--- config.mk ---
export PLATFORM = sky130hd
export DESIGN_NAME = ic_slv_arb
export DESIGN_NICKNAME = d
export VERILOG_FILES = /design/src/rtl/ic_slv_arb_pkg.sv /design/src/rtl/ic_slv_arb_fifo.sv /design/src/rtl/ic_slv_arb.sv
export SDC_FILE = /design/constraint.sdc
export NUM_CORES = 1
export LEC_CHECK = 0
export CORE_MARGIN = 2
export CORE_UTILIZATION = 40
export CTS_BUF_LIST = sky130_fd_sc_hd__clkbuf_16
export CTS_CLUSTER_SIZE = 12
export DETAILED_ROUTE_END_ITERATION = 8
export GPL_TIMING_DRIVEN = 0
export HOLD_SLACK_MARGIN = 0.02
export SYNTH_ARGS = -nofsm -noshare
export SYNTH_HDL_FRONTEND = slang
export SYNTH_SLANG_ARGS = --single-unit
--- constraint.sdc ---
create_clock -name clk -period 2.6 [get_ports clk]
set_clock_uncertainty 0.2 [all_clocks]
set_input_delay 0.52 -clock clk [delete_from_list [all_inputs] [get_ports clk]]
set_output_delay 0.52 -clock clk [all_outputs]
set_load 0.1 [all_outputs]
--- src/rtl/ic_slv_arb_pkg.sv ---
// Shared fabric constants and arbitration helpers for the AXI interconnect.
package ic_slv_arb_pkg;

    localparam int MSTR_NUM  = 4;
    localparam int MSTR_BITS = (MSTR_NUM > 1) ? $clog2(MSTR_NUM) : 1;
    localparam int SLV_NUM   = 4;

    typedef enum logic {
        ST_IDLE  = 1'b0,
        ST_GRANT = 1'b1
    } arb_state_t;

    typedef struct packed {
        logic                 found;
        logic [MSTR_BITS-1:0] idx;
    } rr_res_t;

    // Encode a one-hot master vector into its index (zero when no bit is set).
    function automatic logic [MSTR_BITS-1:0] onehot2idx(input logic [MSTR_NUM-1:0] oh);
        logic [MSTR_BITS-1:0] idx;
        idx = '0;
        for (int i = 0; i < MSTR_NUM; i++) begin
            if (oh[i]) idx = idx | MSTR_BITS'(i);
        end
        return idx;
    endfunction

    // First requester after 'last' in rotating order; 'last' itself is checked last.
    function automatic rr_res_t rr_search(input logic [MSTR_NUM-1:0] req,
                                          input logic [MSTR_BITS-1:0] last);
        rr_res_t              res;
        int                   cand;
        logic [MSTR_BITS-1:0] c;
        res = '0;
        for (int i = 1; i <= MSTR_NUM; i++) begin
            cand = (int'(last) + i) % MSTR_NUM;
            c    = MSTR_BITS'(cand);
            if (!res.found && req[c]) begin
                res.found = 1'b1;
                res.idx   = c;
            end
        end
        return res;
    endfunction

endpackage

--- src/rtl/ic_slv_arb_fifo.sv ---
// Order FIFO: records which master owns each accepted write address, in order.
module ic_ord_fifo #(
    parameter int WIDTH = 2,
    parameter int DEPTH = 4,
    parameter int ABITS = 2
) (
    input  logic             clk,
    input  logic             reset,
    input  logic             i_push,
    input  logic [WIDTH-1:0] i_din,
    input  logic             i_pop,
    output logic [WIDTH-1:0] o_dout,
    output logic             o_empty,
    output logic             o_full,
    output logic [ABITS:0]   o_count,
    output logic             o_underflow
);

    logic [WIDTH-1:0] r_mem [DEPTH];
    logic [ABITS-1:0] r_wptr;
    logic [ABITS-1:0] r_rptr;
    logic [ABITS:0]   r_count;
    logic             r_underflow;
    logic             w_push_ok;
    logic             w_pop_ok;

    assign o_empty     = (r_count == '0);
    assign o_full      = (r_count == (ABITS+1)'(DEPTH));
    assign o_count     = r_count;
    assign o_underflow = r_underflow;
    assign o_dout      = o_empty ? '0 : r_mem[r_rptr];
    assign w_push_ok   = i_push & ~o_full;
    assign w_pop_ok    = i_pop & ~o_empty;

    // Pointers, occupancy and sticky underflow flag; pointers wrap naturally.
    always_ff @(posedge clk) begin
        if (reset) begin
            r_wptr      <= '0;
            r_rptr      <= '0;
            r_count     <= '0;
            r_underflow <= 1'b0;
        end else begin
            if (w_push_ok) r_wptr <= r_wptr + 1'b1;
            if (w_pop_ok)  r_rptr <= r_rptr + 1'b1;
            r_count <= r_count + {{ABITS{1'b0}}, w_push_ok} - {{ABITS{1'b0}}, w_pop_ok};
            if (i_pop && o_empty) r_underflow <= 1'b1;
        end
    end

    // Entry storage; contents are only observed through a non-empty head.
    always_ff @(posedge clk) begin
        if (w_push_ok) r_mem[r_wptr] <= i_din;
    end

endmodule

--- src/rtl/ic_slv_arb.sv ---
// Per-slave round-robin address-channel arbiter with optional write-order FIFO.
module ic_slv_arb
    import ic_slv_arb_pkg::*;
#(
    parameter int MSTR_NUM   = ic_slv_arb_pkg::MSTR_NUM,
    parameter int MSTR_BITS  = ic_slv_arb_pkg::MSTR_BITS,
    parameter int ORDER_EN   = 1,
    parameter int FIFO_DEPTH = 4,
    parameter int FIFO_BITS  = 2
) (
    input  logic                 clk,
    input  logic                 reset,
    input  logic [MSTR_NUM-1:0]  req,
    input  logic                 slv_aready,
    output logic                 slv_avalid,
    output logic [MSTR_NUM-1:0]  grant,
    output logic [MSTR_BITS-1:0] grant_mstr,
    input  logic                 w_last_hs,
    output logic [MSTR_BITS-1:0] w_mstr,
    output logic                 w_mstr_valid,
    output logic                 order_err
);

    arb_state_t           r_state;
    arb_state_t           w_state_nxt;
    logic [MSTR_NUM-1:0]  r_grant;
    logic [MSTR_NUM-1:0]  w_grant_nxt;
    logic [MSTR_BITS-1:0] r_grant_mstr;
    logic [MSTR_BITS-1:0] w_grant_mstr_nxt;
    logic [MSTR_BITS-1:0] r_last_ptr;
    logic [MSTR_BITS-1:0] w_last_ptr_nxt;
    logic [MSTR_BITS-1:0] w_base;
    logic [MSTR_NUM-1:0]  w_onehot;
    rr_res_t              w_sel;
    logic                 w_hs;
    logic                 w_pop_eff;
    logic [FIFO_BITS:0]   w_cnt;
    logic [FIFO_BITS:0]   w_cnt_nxt;
    logic                 w_fifo_ok;

    assign slv_avalid = (r_state == ST_GRANT);
    assign grant      = r_grant;
    assign grant_mstr = r_grant_mstr;
    assign w_hs       = (r_state == ST_GRANT) & slv_aready;

    generate
        if (ORDER_EN != 0) begin : g_order
            logic w_empty;
            logic w_full;
            ic_ord_fifo #(
                .WIDTH (MSTR_BITS),
                .DEPTH (FIFO_DEPTH),
                .ABITS (FIFO_BITS)
            ) u_fifo (
                .clk         (clk),
                .reset       (reset),
                .i_push      (w_hs),
                .i_din       (r_grant_mstr),
                .i_pop       (w_last_hs),
                .o_dout      (w_mstr),
                .o_empty     (w_empty),
                .o_full      (w_full),
                .o_count     (w_cnt),
                .o_underflow (order_err)
            );
            assign w_mstr_valid = ~w_empty;
            assign w_pop_eff    = w_last_hs & ~w_empty;
            // Occupancy after this cycle's push/pop decides whether another address fits.
            assign w_cnt_nxt    = w_cnt + {{FIFO_BITS{1'b0}}, w_hs} - {{FIFO_BITS{1'b0}}, w_pop_eff};
            assign w_fifo_ok    = (w_cnt_nxt < (FIFO_BITS+1)'(FIFO_DEPTH));
        end else begin : g_no_order
            assign w_mstr       = '0;
            assign w_mstr_valid = 1'b0;
            assign order_err    = 1'b0;
            assign w_cnt        = '0;
            assign w_pop_eff    = 1'b0;
            assign w_cnt_nxt    = '0;
            assign w_fifo_ok    = 1'b1;
        end
    endgenerate

    // Search starts after the master served this cycle, so it drops to lowest priority.
    assign w_base = w_hs ? r_grant_mstr : r_last_ptr;
    assign w_sel  = rr_search(req, w_base);

    // State and grant registers.
    always_ff @(posedge clk) begin
        if (reset) begin
            r_state      <= ST_IDLE;
            r_grant      <= '0;
            r_grant_mstr <= '0;
            r_last_ptr   <= MSTR_BITS'(MSTR_NUM - 1);
        end else begin
            r_state      <= w_state_nxt;
            r_grant      <= w_grant_nxt;
            r_grant_mstr <= w_grant_mstr_nxt;
            r_last_ptr   <= w_last_ptr_nxt;
        end
    end

    // Next-state: grant from IDLE, hold until handshake, then chain or release.
    always_comb begin
        w_state_nxt      = r_state;
        w_grant_nxt      = r_grant;
        w_grant_mstr_nxt = r_grant_mstr;
        w_last_ptr_nxt   = r_last_ptr;
        w_onehot         = '0;
        w_onehot[w_sel.idx] = 1'b1;
        case (r_state)
            ST_IDLE: begin
                if (w_sel.found && w_fifo_ok) begin
                    w_state_nxt      = ST_GRANT;
                    w_grant_nxt      = w_onehot;
                    w_grant_mstr_nxt = w_sel.idx;
                end
            end
            ST_GRANT: begin
                if (w_hs) begin
                    w_last_ptr_nxt = r_grant_mstr;
                    if (w_sel.found && w_fifo_ok) begin
                        w_grant_nxt      = w_onehot;
                        w_grant_mstr_nxt = w_sel.idx;
                    end else begin
                        w_state_nxt = ST_IDLE;
                        w_grant_nxt = '0;
                    end
                end
            end
            default: begin
                w_state_nxt = ST_IDLE;
                w_grant_nxt = '0;
            end
        endcase
    end

endmodule

==> impl_metrics.json <==
{
  "synth_ff_type": "dfxtp_1",
  "viasPerCell": 4.984,
  "cts_tree": "yes",
  "grt_max_degree": 16,
  "dr.pass1.iters": 4,
  "track_usage_pct": 14.52,
  "min_path_type": "flip-flop to flip-flop",
  "hold_path_depth": 2,
  "antenna_found_initial": 0,
  "finalCriticalPeriod_ns": 2.467,
  "clk_pin_slew_ns": 0.06,
  "layout.nets": 160,
  "ioPinCount": 19,
  "core-area_mm2": 0.003311,
  "cp_max_fo": 2,
  "critPathArrivalTime_ns": 1.75,
  "min_from": "g_order.u_fifo.o_underflow$_SDFFE_PP0P_",
  "finalSetupViolCount": 0,
  "initial_core_util_pct": 41.08,
  "r2r_end": "grant[0]$_SDFFE_PP0P_",
  "grt-ovfl-total": 0,
  "rrSetupSlack_ns": 0.15,
  "async_reset_ff_share_pct": 0,
  "synth_top_family_by_area": "simple AND/OR/NAND/NOR gates",
  "ys_seq_area_share_pct": 45.63,
  "tightestPinTransition_ns": 0.9862,
  "areaGrowthSynthToFinish_pct": 24.66,
  "synth_edf_count": 8,
  "drive_above_1_share_pct": 18.75,
  "startpoint_type": "flip-flop",
  "final_cell_mix": "dfxtp_1, nor2_1, clkdlybuf4s50_1",
  "cts_buffers": 3,
  "required_ns": 1.88,
  "grt_pass1_vias": 975,
  "grt_pass1_wl_um": 4471,
  "slew_violations": 0,
  "hold_viol": 0,
  "rr_startpoint": "g_order.u_fifo.o_count[1]$_SDFF_PP0_",
  "syn_area_mm2": 0.001360,
  "synth_xor_area_share_pct": 3.220,
  "layout_commonest_cell": "dfxtp_1",
  "maxCapViolCount": 0,
  "postCtsSetupRepairBufs": 0,
  "drc": 0,
  "status": "complete, no violations",
  "yosysWarnings": 0,
  "chipHeight_um": 62.31,
  "layout.cells.non_filler": 190,
  "cts.sinks": 27,
  "synth.avg_cell_area_um2": 11.06,
  "vias": 947,
  "ant_nets": 0,
  "drt_wl_total_um": 2602,
  "synth-simple-area-share_pct": 21.34,
  "ff2ff_path_depth": 10,
  "fin_crit_sh_pct": 94.90,
  "diodes": 0,
  "synthCells": 123,
  "crit_type": "flip-flop to output pin",
  "finalWeightedCongestion": 0.7018,
  "relSlewSlack_pct": 34.05,
  "hold_end": "g_order.u_fifo.o_underflow$_SDFFE_PP0P_",
  "portBuffers": 17,
  "dp_hpwl_um": 2001,
  "row_count": 21,
  "htree_levels": 1,
  "synth_compound_area_share_pct": 16.01,
  "rsz0062_at_grt": "no",
  "ys_types": 48,
  "dp.cells": 186,
  "cts_buffer_depth": 2,
  "ys_seq_elements": 27,
  "die_w_um": 62.31,
  "synth_fa_ha_area_share_pct": 6.992,
  "design.die.area_mm2": 0.003883,
  "wl_per_cell_um": 13.69,
  "drt_iter0_drc": 31,
  "synth_mux_area_share_pct": 4.048,
  "fmax_ghz": 0.4053,
  "clock_latency_ns": 0.25,
  "syn_nets": 138,
  "clockRootBuffer": "clkbuf_16",
  "post-route-util_pct": 51.21,
  "end_kind": "output pin"
}
worst max path at each step:
stage | startpoint | end | slack (ns) | cells past startpoint
2_1_floorplan | g_order.u_fifo.o_count[1]$_SDFF_PP0_ | grant[0]$_SDFFE_PP0P_ | 0.08 | 10
3_3_place_gp | slv_aready | g_order.u_fifo.o_count[1]$_SDFF_PP0_ | -0.46 | 6
3_5_place_dp | slv_aready | g_order.u_fifo.o_count[1]$_SDFF_PP0_ | -0.48 | 6
4_1_cts | flip-flop | w_mstr[1] | -0.01 | 3
5_1_grt | g_order.u_fifo.o_count[1]$_SDFF_PP0_ | grant[0]$_SDFFE_PP0P_ | 0.002 | 10
6_report | flip-flop | w_mstr[0] | 0.13 | 3
state kept, by name (all words and copies together), names as in the netlist, named ones only:
| register | count |
|---|---|
| g_order.u_fifo.r_rptr | 2 |
| r_last_ptr | 2 |
| g_order.u_fifo.r_mem | 8 |
| grant | 4 |
| grant_mstr | 2 |
| g_order.u_fifo.o_underflow | 1 |
| slv_avalid | 1 |
| g_order.u_fifo.o_count | 3 |
| g_order.u_fifo.r_wptr | 2 |
synthesized netlist by cell type (2+ instances only):
master	instances	area, um^2
nor2_1	11	41.29
a21oi_1	4	20.02
a21boi_1	2	15.01
o21ai_0	2	10.01
clkbuf_1	2	7.510
inv_1	6	22.52
nor3_1	2	10.01
or3_1	2	12.51
nand3_1	3	15.01
nand2_1	6	22.52
edfxtp_1	8	240.2
mux4_2	2	45.04
xnor2_1	4	35.03
and2_1	7	43.79
dfxtp_1	19	380.4
a22o_1	4	35.03
ha_1	6	75.07
nor2b_1	3	18.77
area by class of cell:
cell class | instances | area, um^2
Fill cell | 326 | 1615
Multi-Input combinational cell | 87 | 730.7
Sequential cell | 27 | 621.8
Timing Repair Buffer | 17 | 167.7
Clock buffer | 3 | 75.07
Tap cell | 46 | 57.56
Inverter | 6 | 22.52
Buffer | 3 | 15.01
Clock inverter | 1 | 5.005
worst max-delay path: stages (launching register included):
cell and delay, ns:
dfxtp_1 0.38, mux4_2 0.50, and2_1 0.16, clkdlybuf4s15_2 0.46
cells by family after synthesis:
logic type                 count (synthesis)
xor gates and xnor gates                   5
muxes                                      3
and+or+nand+nor                           47
DFF                                       27
buffers and inverters                      9
AOI/OAI and AO/OA                         25
adders and majority gates                  7
per-stage QoR:
step	setup TNS [ns]	setup slack, ns	cell area (um^2)	hold WS (ns)
after CTS	-0.01308	-0.01308	1694	0.2849
final	0	0.1326	1695	0.2747
after detailed placement	-3.052	-0.4827	1589	0.2681
after global routing	0	0.001962	1695	0.3166
after global placement	-2.685	-0.4592	1589	0.2497
after floorplan	0	0.08359	1361	0.2847
repair_timing:
item | in CTS | in global routing
gates cloned | 0 | 0
setup endpoints to repair | 10 | 6
pin swaps | 0 | 0
resized for setup | 11 | 4
hold buffers | 0 | 0
routing by layer:
metal / part of all wire (%) / global-route usage (%) / vias up / wire [um]
met3: 4.2 / 5.435 / 2 / 108
li1: - / - / 486 / -
met2: 50 / 25.54 / 11 / 1294
met4: 0.31 / 1.667 / 0 / 8
met1: 46 / 17.52 / 448 / 1190
met5: 0 / 0 / - / 0
Power is left out: the tool's default activity adds up to more than one toggle a clock period on the data nets, which glitch-free logic cannot reach.
